## config.mk

```make
export PLATFORM = sky130hd
export DESIGN_NAME = hazard_stall_controller
export DESIGN_NICKNAME = d
export VERILOG_FILES = /design/src/rtl/hazard_stall_controller.sv
export SDC_FILE = /design/constraint.sdc
export NUM_CORES = 1
export LEC_CHECK = 0
export CORE_MARGIN = 4
export CORE_UTILIZATION = 53
export DETAILED_ROUTE_END_ITERATION = 6
export PLACE_DENSITY = 0.86
export SLEW_MARGIN = 10
export SYNTH_ARGS = -nofsm -noshare
export SYNTH_HDL_FRONTEND = slang
export SYNTH_SLANG_ARGS = --single-unit
```

## constraint.sdc

```tcl
create_clock -name Clk -period 5.7 [get_ports Clk]
set_input_delay 0.57 -clock Clk [delete_from_list [all_inputs] [get_ports Clk]]
set_output_delay 0.57 -clock Clk [all_outputs]
set_load 0.005 [all_outputs]
```

## src/rtl/hazard_stall_controller.sv

```systemverilog
// Hazard and stall controller for the 5-stage MIPS pipeline (branches resolve in ID).
// Drives PC/IF-ID write enables, ID/EX bubble and IF/ID flush; counts stall and flush cycles.
module hazard_stall_controller #(
    parameter int unsigned REG_W = 5,
    parameter int unsigned CNT_W = 32
) (
    input  logic             Clk,
    input  logic             Reset,
    input  logic [REG_W-1:0] ID_Rs,
    input  logic [REG_W-1:0] ID_Rt,
    input  logic             ID_UsesRs,
    input  logic             ID_UsesRt,
    input  logic             ID_IsBranch,
    input  logic             ID_BranchTaken,
    input  logic             IDEX_MemRead,
    input  logic             IDEX_RegWrite,
    input  logic [REG_W-1:0] IDEX_Dst,
    input  logic             EXMEM_MemRead,
    input  logic [REG_W-1:0] EXMEM_Dst,
    output logic             PCWrite,
    output logic             IFIDWrite,
    output logic             IDEXBubble,
    output logic             IFIDFlush,
    output logic [CNT_W-1:0] StallCycles,
    output logic [CNT_W-1:0] FlushCount
);

    typedef enum logic {
        RUN   = 1'b0,
        STALL = 1'b1
    } state_t;

    state_t           state_q, state_d;
    logic [1:0]       rem_q, rem_d;
    logic [CNT_W-1:0] stall_cnt_q, stall_cnt_d;
    logic [CNT_W-1:0] flush_cnt_q, flush_cnt_d;

    logic       rs_ex_match, rt_ex_match, rs_mem_match, rt_mem_match;
    logic       ex_match, mem_match;
    logic       load_ex_hit, alu_ex_hit, load_mem_hit;
    logic [1:0] stall_len;

    // Source matching; $0 is hardwired zero and never creates a dependency.
    always_comb begin
        rs_ex_match  = ID_UsesRs && (ID_Rs != '0) && (ID_Rs == IDEX_Dst);
        rt_ex_match  = ID_UsesRt && (ID_Rt != '0) && (ID_Rt == IDEX_Dst);
        rs_mem_match = ID_UsesRs && (ID_Rs != '0) && (ID_Rs == EXMEM_Dst);
        rt_mem_match = ID_UsesRt && (ID_Rt != '0) && (ID_Rt == EXMEM_Dst);
        ex_match     = rs_ex_match || rt_ex_match;
        mem_match    = rs_mem_match || rt_mem_match;
    end

    // Stall length: max over load-use, ALU-to-branch and MEM-load-to-branch rules.
    always_comb begin
        load_ex_hit  = IDEX_MemRead && ex_match;
        alu_ex_hit   = IDEX_RegWrite && !IDEX_MemRead && ex_match && ID_IsBranch;
        load_mem_hit = EXMEM_MemRead && mem_match && ID_IsBranch;
        stall_len    = 2'd0;
        if (load_ex_hit && ID_IsBranch) begin
            stall_len = 2'd2;
        end else if (load_ex_hit || alu_ex_hit || load_mem_hit) begin
            stall_len = 2'd1;
        end
    end

    // Next state and Mealy outputs; reset forces the free-running pattern.
    always_comb begin
        state_d    = state_q;
        rem_d      = rem_q;
        PCWrite    = 1'b1;
        IFIDWrite  = 1'b1;
        IDEXBubble = 1'b0;
        IFIDFlush  = 1'b0;
        if (Reset) begin
            state_d = RUN;
            rem_d   = 2'd0;
        end else begin
            unique case (state_q)
                RUN: begin
                    if (stall_len != 2'd0) begin
                        // An unresolved branch waiting on operands must not flush.
                        PCWrite    = 1'b0;
                        IFIDWrite  = 1'b0;
                        IDEXBubble = 1'b1;
                        if (stall_len == 2'd2) begin
                            state_d = STALL;
                            rem_d   = 2'd1;
                        end
                    end else begin
                        IFIDFlush = ID_BranchTaken;
                    end
                end
                STALL: begin
                    PCWrite    = 1'b0;
                    IFIDWrite  = 1'b0;
                    IDEXBubble = 1'b1;
                    if (rem_q <= 2'd1) begin
                        rem_d   = 2'd0;
                        state_d = RUN;
                    end else begin
                        rem_d = rem_q - 2'd1;
                    end
                end
                default: begin
                    state_d = RUN;
                    rem_d   = 2'd0;
                end
            endcase
        end
    end

    // Saturating performance counters.
    always_comb begin
        stall_cnt_d = stall_cnt_q;
        flush_cnt_d = flush_cnt_q;
        if (Reset) begin
            stall_cnt_d = '0;
            flush_cnt_d = '0;
        end else begin
            if (!PCWrite && (stall_cnt_q != '1)) begin
                stall_cnt_d = stall_cnt_q + CNT_W'(1);
            end
            if (IFIDFlush && (flush_cnt_q != '1)) begin
                flush_cnt_d = flush_cnt_q + CNT_W'(1);
            end
        end
    end

    always_ff @(posedge Clk) begin
        state_q     <= state_d;
        rem_q       <= rem_d;
        stall_cnt_q <= stall_cnt_d;
        flush_cnt_q <= flush_cnt_d;
    end

    assign StallCycles = stall_cnt_q;
    assign FlushCount  = flush_cnt_q;

endmodule

```

After elaboration in Yosys (flattened, before gate mapping)
Index checks and enable logic that the tools add are counted.

storage, ports and cells
  flip-flop bits (word level) = 67
  latch bits = 0
  bits in writable memories = 0
  logic and storage cells = 62
  input bits = 29
  memories = 0
  output and inout bits = 68
  memory bits (read-only) = 0

operators by class
  magnitude comparators = 1
  multipliers = 0
  multiplexer cells = 19
  add/sub/neg operators = 3
  divide/modulo/power cells = 0
  shift-type cells = 0
  reductions and logical operators = 25
  bitwise operators = 1
  eq/ne operators = 9

operators with widths
  cell                                                             count
  adder 32 x 1 -> 32 bit (second input constant)                   2
  inequality test 32 bit (second input constant)                   2
  == test 5 bit                                                    4
  logical AND 1 bit                                                15
  two-way mux 1 bit                                                11
  nonzero test 5 bit                                               2
  two-way mux 2 bit                                                4
  one-hot mux 1 bit (2 select lines)                               3
  logical OR 1 bit                                                 4
  inequality test 2 bit (second input constant)                    2
  one-hot mux 2 bit (2 select lines)                               1
  == test 2 bit (second input constant)                            1
  less-or-equal comparator 2 x 1 -> 1 bit (second input constant)  1
  logical NOT 1 bit                                                2
  AND reduction 2 bit                                              1
  nonzero test 2 bit                                               1
  subtractor 2 x 1 -> 2 bit (second input constant)                1
  NOT 1 bit                                                        1

Longest topological paths before layout
Gate-level depths: netlist of run 1.

  word-level depth = 16
  mapped depth = 10
  depth with buffers taken out = 7

Worst setup path before layout of run 1
No wires, ideal clock.

  kind = in2out
  start = input port ID_Rt[1]
  end = output port PCWrite
  path buffers = 4
  slack = 2,727 ps
  data arrival time = 2,403 ps
  required time = 5,130 ps
  stages on the path = 10
  cell sequence = or4_1 -> o21ai_2 -> nor4_2 -> o21ai_4 -> and3_1 -> buf_4 -> buf_6 -> buf_4 -> or2_2 -> buf_4

between the ends
  word-level cells in the longest chain between the ends = 14
  elaborated cells between the ends (all ways) = 22
  classes of those cells = 2 x eq/ne; 5 x mux; 15 x reduce/logical

ends and longest elaborated chain
  element                                 RTL line  source
  start, declared                         10        input logic [REG_W-1:0] ID_Rt,
  nonzero test 5 bit                      46, 48
  logical AND 1 bit                       46, 48
  logical AND 1 bit                       46        rt_ex_match = ID_UsesRt && (ID_Rt != '0) && (ID_Rt == IDEX_Dst);
  logical OR 1 bit                        49        ex_match = rs_ex_match || rt_ex_match;
  logical AND 1 bit (2 in a row)          56        alu_ex_hit = IDEX_RegWrite && !IDEX_MemRead && ex_match && ID_IsBranch;
  logical OR 1 bit (2 in a row)           61        end else if (load_ex_hit || alu_ex_hit || load_mem_hit) begin
  two-way mux 1 bit                       61
  two-way mux 2 bit (*)                   59        if (load_ex_hit && ID_IsBranch) begin
  nonzero test 2 bit (*)                  80        if (stall_len != 2'd0) begin
  two-way mux 1 bit (*)                   n/a
  one-hot mux 1 bit (2 select lines) (*)  n/a
  two-way mux 1 bit (*)                   n/a
  end, declared                           20        output logic PCWrite,

Mark *: on every way between the ends. The rest lies on a longest branch, timed or not.

Final worst setup path of run 1
  start = input port ID_Rt[1]
  end = output port IFIDFlush

between the ends
  word-level cells in the longest chain between the ends = 14
  elaborated cells between the ends (all ways) = 22
  classes of those cells = 2 x eq/ne; 5 x mux; 15 x reduce/logical

ends and longest elaborated chain
  element                         RTL line  source
  nonzero test 5 bit              46, 48
  logical AND 1 bit               46, 48
  logical AND 1 bit               46
  logical OR 1 bit                49
  logical AND 1 bit (2 in a row)  56
  logical OR 1 bit (2 in a row)   61
  two-way mux 1 bit               61
  two-way mux 2 bit (*)           59
  nonzero test 2 bit (*)          80
  two-way mux 1 bit (*)           80
  two-way mux 1 bit (*)           78        unique case (state_q)
  two-way mux 1 bit (*)           74        if (Reset) begin
  end, declared                   23        output logic IFIDFlush,

Marks and branches as above.

==> impl_metrics.yaml, run 1 <==
run_status:
  status: "complete, no violations"
detailed_routing:
  drt-pass1-iter-count: 5
  vias: 3904
  wirelength_mm: 9.83
  ant_nets: 0
  via_per_inst: 6.13
  post_drt_wl_per_cell_um: 15.4
  drc: 0
  initialDrtViolationCount: 249
floorplanning:
  die_h_um: 92.8
  dieArea_um2: 8600
  fp.dieW_um: 92.8
  core_area_um2: 6870
  start_util: 0.554
  io_pins: 97
  fp-row-count: 30
critical_path:
  cpMaxStageDelayCell: "or4_1"
  crit_buf_inv: 3
  path_common_cell: "clkdlybuf4s50_1"
  reg2reg_to: "StallCycles[27]$_SDFFE_PP0P_"
  crit_chain: "clkdlybuf4s50_1 -> or4_1 -> o21ai_2 -> o41a_2 -> and4_1 -> nand2_1 -> inv_1 -> clkdlybuf4s50_1"
  worstPathMaxFanout: 11
  required_ns: 5.13
  path_class: "in2out"
  r2r_slack_ns: 3.04
  start_kind: "input port"
  critPathTopFamily: "simple AND/OR/NAND/NOR gates"
  r2r_start: "StallCycles[14]$_SDFFE_PP0P_"
  critPathArrivalTime_ns: 3.32
  end_kind: "primary output"
  r2r_cells: 6
  critPathMaxStageDelay_ns: 0.57
sta:
  period_share: 0.682
  holdWs_ns: 0.478
  final_max_slew_viol_count: 0
  timing.slew.headroom: 0.507
  tightestPinTransition_ns: 0.733
  rsz0062_at_grt: "false"
  setup_viol: 0
  fin_setup_tns_ns: 0
  fin_crit_ns: 3.89
  fmax_mhz: 257
  finalHoldViolations: 0
  fin_skew_ns: 0.00840
  fin_ws_ns: 1.81
final_layout:
  drive_above_1_share: 0.0684
  fin_nets: 568
  antennaDiodeCount: 0
  stdcell_area_um2: 4950
  syn2layout_area_growth_pct: 30.1
min_path:
  holdPathStages: 1
  hold_end: "rem_q[1]$_SDFFE_PP0P_"
  hold_start: "rem_q[1]$_SDFFE_PP0P_"
  hp-class: "reg2reg"
logic_synthesis:
  synth_cell_types: 48
  synth_nets: 484
  synth-edff-count: 0
  synth_top_area_cell: "dfxtp_1"
  ys_ff_latch: 67
  syn_area_per_cell_um2: 8.40
  ys_top_cells_by_count: "dfxtp_1, a21oi_1, nand3_1, nor2_1, nand2_1"
  synth-async-reset-ratio: 0
  synthesis.area_um2: 3810
  synth_top_cell_area_share: 0.352
  ys_top_cells_by_area: "dfxtp_1, or4_1, a21oi_1"
  yosysSeqAreaShare: 0.352
  yosys.cell_count.top_type: "dfxtp_1"
  synth_cells: 453
  ys_warn_count: 0
  synth_flop_cell: "dfxtp_1"
cts:
  cts_resized: 0
  h-tree-depth: 3
  cts_hold_buf: 0
  clk-insertion-delay-late_ns: 0.34
  cts_tree: "done"
  cts_num_sinks: 67
  cts_root_buf: "clkbuf_8"
  clock_path_buffers: 2
  post_cts_buffers: 0
  numCtsBuffers: 9
  path_clk_slew_ns: 0.07
power:
  ir_drop_mv: 0.138
  leakagePower_nw: 1.55
  powerDensity_nw_per_um2: 190
placement:
  portBuffers: 96
  placed_area_um2: 4760
  dp_slack_ns: 1.82
  place_congestion: 0.846
  hpwl_mm: 7.11
global_route:
  grt_usage: 0.230
  grt_pass1_wl_mm: 16.3
  overflow: 0
  antenna_found_initial: 0
  grt_max_degree: 68
  grt_pass1_vias: 3614
job:
  max-cap-violations: 0
report_power, final:
group | internal, mW | total [mW] | switching [mW]
clock | 0.224 | 0.397 | 0.173
combinational | 0.0353 | 0.0732 | 0.0379
sequential | 0.469 | 0.471 | 0.00182
total | 0.728 | 0.941 | 0.213
how the worst max path moves through the flow:
stage	start	to	slack (ns)	cells past startpoint
5_1_grt	ID_Rt[1]	IFIDFlush	1.64	8
3_3_place_gp	ID_Rt[1]	IFIDFlush	1.90	8
6_report	ID_Rt[1]	IFIDFlush	1.81	8
3_5_place_dp	ID_Rt[1]	IFIDFlush	1.82	8
4_1_cts	ID_Rt[1]	IFIDFlush	1.81	8
2_1_floorplan	ID_Rt[1]	PCWrite	2.73	10
layer usage:
layer	global-route usage	wire [um]	vias up
li1	-	-	1905
met1	0.292	4280	1842
met2	0.385	4730	145
met3	0.0382	695	12
met4	0.0965	119	0
met5	0	0	-
area by class of cell:
class | count | area, um2
Inverter | 7 | 26.3
Tap cell | 96 | 120
Clock inverter | 2 | 35.0
Sequential cell | 67 | 1340
Clock buffer | 13 | 159
Timing Repair Buffer | 98 | 971
Multi-Input combinational cell | 354 | 2300
Fill cell | 561 | 1920
through the flow:
| step | total power [mW] | cells | utilization |
|---|---|---|---|
| 2_1_floorplan | 0.523 | 453 | - |
| 3_3_place_gp | 0.553 | 622 | 0.693 |
| 3_5_place_dp | 0.555 | 622 | 0.693 |
| 4_1_cts | 0.948 | 637 | 0.721 |
| 5_1_grt | 0.977 | 637 | 0.721 |
| 6_report | 0.941 | 637 | 0.721 |
cell families (layout without fill, tap and decap cells):
| logic type | count (synthesis) | after routing | synth area share |
|---|---|---|---|
| simple gates | 211 | 211 | 0.322 |
| compound gates | 103 | 103 | 0.181 |
| flops | 67 | 67 | 0.352 |
| buf+inv | 32 | 120 | 0.0440 |
| xor+xnor | 27 | 27 | 0.0621 |
| mux | 11 | 11 | 0.0319 |
| fa+ha+maj | 2 | 2 | 0.00657 |
layout by cell type, fill, tap and decap left out, types with 6 or more instances in the layout:
master | netlist | final
a21oi_1 | 37 | 37
and3_1 | 13 | 12
and4_1 | 10 | 9
clkbuf_8 | 0 | 11
clkdlybuf4s50_1 | 0 | 95
dfxtp_1 | 67 | 67
inv_1 | 7 | 7
nand2_1 | 29 | 29
nand3_1 | 33 | 33
nand4_1 | 20 | 20
nor2_1 | 31 | 31
nor2b_1 | 9 | 9
o21ai_0 | 10 | 10
o31ai_1 | 22 | 22
o41ai_1 | 8 | 8
or2_2 | 6 | 6
or3_1 | 12 | 12
or4_1 | 25 | 25
xnor2_1 | 16 | 16
xor2_1 | 11 | 11
registers in the layout, indices dropped and copies added, names as in the netlist:
register     flops
state_q          1
StallCycles     32
FlushCount      32
rem_q            2
Power figures use the tool's default switching activity.
==> run 2: changes to the inputs <==
--- a/config.mk
+++ b/config.mk
@@ -6,9 +6,9 @@
 export NUM_CORES = 1
 export LEC_CHECK = 0
 export CORE_MARGIN = 4
-export CORE_UTILIZATION = 53
+export CORE_UTILIZATION = 50
 export DETAILED_ROUTE_END_ITERATION = 6
-export PLACE_DENSITY = 0.86
+export PLACE_DENSITY = 0.81
 export SLEW_MARGIN = 10
 export SYNTH_ARGS = -nofsm -noshare
 export SYNTH_HDL_FRONTEND = slang
==> constraint.sdc (replaced) <==
create_clock -name Clk -period 3.7 [get_ports Clk]
set_input_delay 0.37 -clock Clk [delete_from_list [all_inputs] [get_ports Clk]]
set_output_delay 0.37 -clock Clk [all_outputs]
set_load 0.005 [all_outputs]
==> run 2 against run 1 <==
  * Count of clock-buffer cells in the layout decreased by 1
  * Clock power grew 110%
  * First-iteration DRC count down 11%
  * Worst hold slack better by 0.016 ns
  * Sequential share of layout area fell by 0.69 points
  * Die area grew 5.5%
  * Total power rose by 78%
  * Sequential power rose by 54%
  * Non-clock buffer count rose by 6
  * Wire length rose by 6.6%
  * Core utilization shrank 2.8 points
==> impl_metrics.yaml, run 2 (same netlist as run 1, synthesis figures left out) <==
power:
  swShare: 0.205
  powerDensity_nw_per_um2: 330
  leakagePower_nw: 1.61
  p_sw_mw: 0.345
  p_int_mw: 1.33
  combPwrFrac: 0.070
  seq_power_share: 0.432
  ir_drop_mv: 0.227
  power.share.clock: 0.497
detailed_routing:
  dr_wl_met2_mm: 5.12
  via_per_inst: 6.07
  ant_nets: 0
  top_layer_used: "met4"
  post_drt_wl_per_cell_um: 16.2
  drt-pass1-iter-count: 5
  wl_met3_um: 599
  vias: 3925
  wirelength_mm: 10.5
  initialDrtViolationCount: 221
  drc: 0
  drt-met1-wl_mm: 4.55
cts:
  post_cts_buffers: 0
  cts_num_sinks: 67
  clk-insertion-delay-late_ns: 0.34
  h-tree-depth: 3
  clock_path_buffers: 2
  cts_resized: 0
  path_clk_slew_ns: 0.06
  numCtsBuffers: 9
  cts_hold_buf: 0
  cts_tree: "done"
  cts_root_buf: "clkbuf_8"
sta:
  fin_skew_ns: 0.0136
  fin_setup_tns_ns: 0
  period_share: 0.878
  fmax_mhz: 308
  setup_viol: 0
  final_max_slew_viol_count: 0
  rsz0062_at_grt: "false"
  fin_crit_ns: 3.25
  timing.slew.headroom: 0.458
  tightestPinTransition_ns: 0.806
  finalHoldViolations: 0
critical_path:
  critPathArrivalTime_ns: 2.88
  end_kind: "primary output"
  start_kind: "input port"
  r2r_start: "StallCycles[5]$_SDFFE_PP0P_"
  cp-startpoint: "ID_Rt[1]"
  reg2reg_to: "StallCycles[23]$_SDFFE_PP0P_"
  r2r_cells: 8
  worstPathMaxFanout: 11
  path_class: "in2out"
  required_ns: 3.33
  r2r_slack_ns: 0.99
global_route:
  grt_pass1_wl_mm: 17.2
  grt_usage: 0.237
  antenna_found_initial: 0
  overflow: 0
  grt_max_degree: 67
  grt_pass1_vias: 3688
min_path:
  hp-class: "reg2reg"
  holdPathStages: 2
  hold_start: "state_q$_SDFF_PP0_"
  hold_end: "state_q$_SDFF_PP0_"
final_layout:
  fin_cells: 647
  fin_nets: 574
  mostFrequentLayoutCell: "clkdlybuf4s50_1"
  syn2layout_area_growth_pct: 33.5
  final_cell_mix: "clkdlybuf4s50_1, dfxtp_1, a21oi_1"
  antennaDiodeCount: 0
  drive_above_1_share: 0.0803
placement:
  hpwl_mm: 7.39
  portBuffers: 96
  place_congestion: 0.840
  dp_cells: 631
floorplanning:
  fp-row-count: 31
  dieArea_um2: 9070
  core_area_um2: 7330
  start_util: 0.519
  fp.dieW_um: 95.3
  io_pins: 97
  die_h_um: 95.3
job:
  max-cap-violations: 0
run_status:
  status: "complete, no violations"
-- run 2: changes by cell type in the layout (fill, tap and decap cells not counted) --
cell and change:
and4_1 +1, clkinv_2 -1, and4_2 -1, clkbuf_1 -1, bufinv_16 +3, buf_4 +6
-- run 2: cell type report --
cell class                      count  area (um2)
Clock buffer                       12         155
Fill cell                         588        2250
Sequential cell                    67        1340
Timing Repair Buffer              104        1020
Inverter                            7        26.3
Clock inverter                      4         120
Tap cell                           99         124
Multi-Input combinational cell    354        2300
-- run 2: worst max path at each step --
stage / endpoint / slack, ns / cells after the start
2_1_floorplan: PCWrite / 1.13 / 10
3_3_place_gp: IFIDFlush / 0.54 / 9
3_5_place_dp: IFIDFlush / 0.49 / 9
4_1_cts: IFIDFlush / 0.47 / 9
5_1_grt: IFIDFlush / 0.31 / 9
6_report: IFIDFlush / 0.45 / 9
-- run 2: layer usage --
layer / global-route usage / vias up
met5: 0 / -
met4: 0.0974 / 0
met3: 0.0497 / 18
met2: 0.391 / 135
met1: 0.299 / 1866
li1: - / 1906
-- run 2: stage by stage --
| stage | instance area [um2] | hold WS [ns] | worst slack [ns] | util | power, mW |
|---|---|---|---|---|---|
| floorplan | 3810 | 0.450 | 1.13 | - | 0.805 |
| global placement | 4810 | 0.456 | 0.543 | 0.656 | 0.856 |
| detailed placement | 4810 | 0.483 | 0.487 | 0.656 | 0.860 |
| CTS | 5080 | 0.496 | 0.467 | 0.693 | 1.69 |
| global route | 5080 | 0.512 | 0.313 | 0.693 | 1.73 |
| finish | 5080 | 0.493 | 0.451 | 0.693 | 1.68 |
-- run 2: critical path: stages --
cell and delay (ns):
clkdlybuf4s50_1 0.46, or4_1 0.58, o21ai_2 0.17, nor4_2 0.09, o21ai_4 0.15, buf_4 0.19, nand2_1 0.23, inv_1 0.12
clkdlybuf4s50_1 0.51
-- run 2: power by group through the flow --
| stage | clock [mW] | sequential, mW | combinational, mW |
|---|---|---|---|
| 3_5_place_dp | 0 | 0.742 | 0.117 |
| 6_report | 0.835 | 0.726 | 0.118 |
| 4_1_cts | 0.846 | 0.726 | 0.118 |
| 3_3_place_gp | 0 | 0.742 | 0.114 |
| 5_1_grt | 0.877 | 0.726 | 0.127 |
| 2_1_floorplan | 0 | 0.742 | 0.0631 |
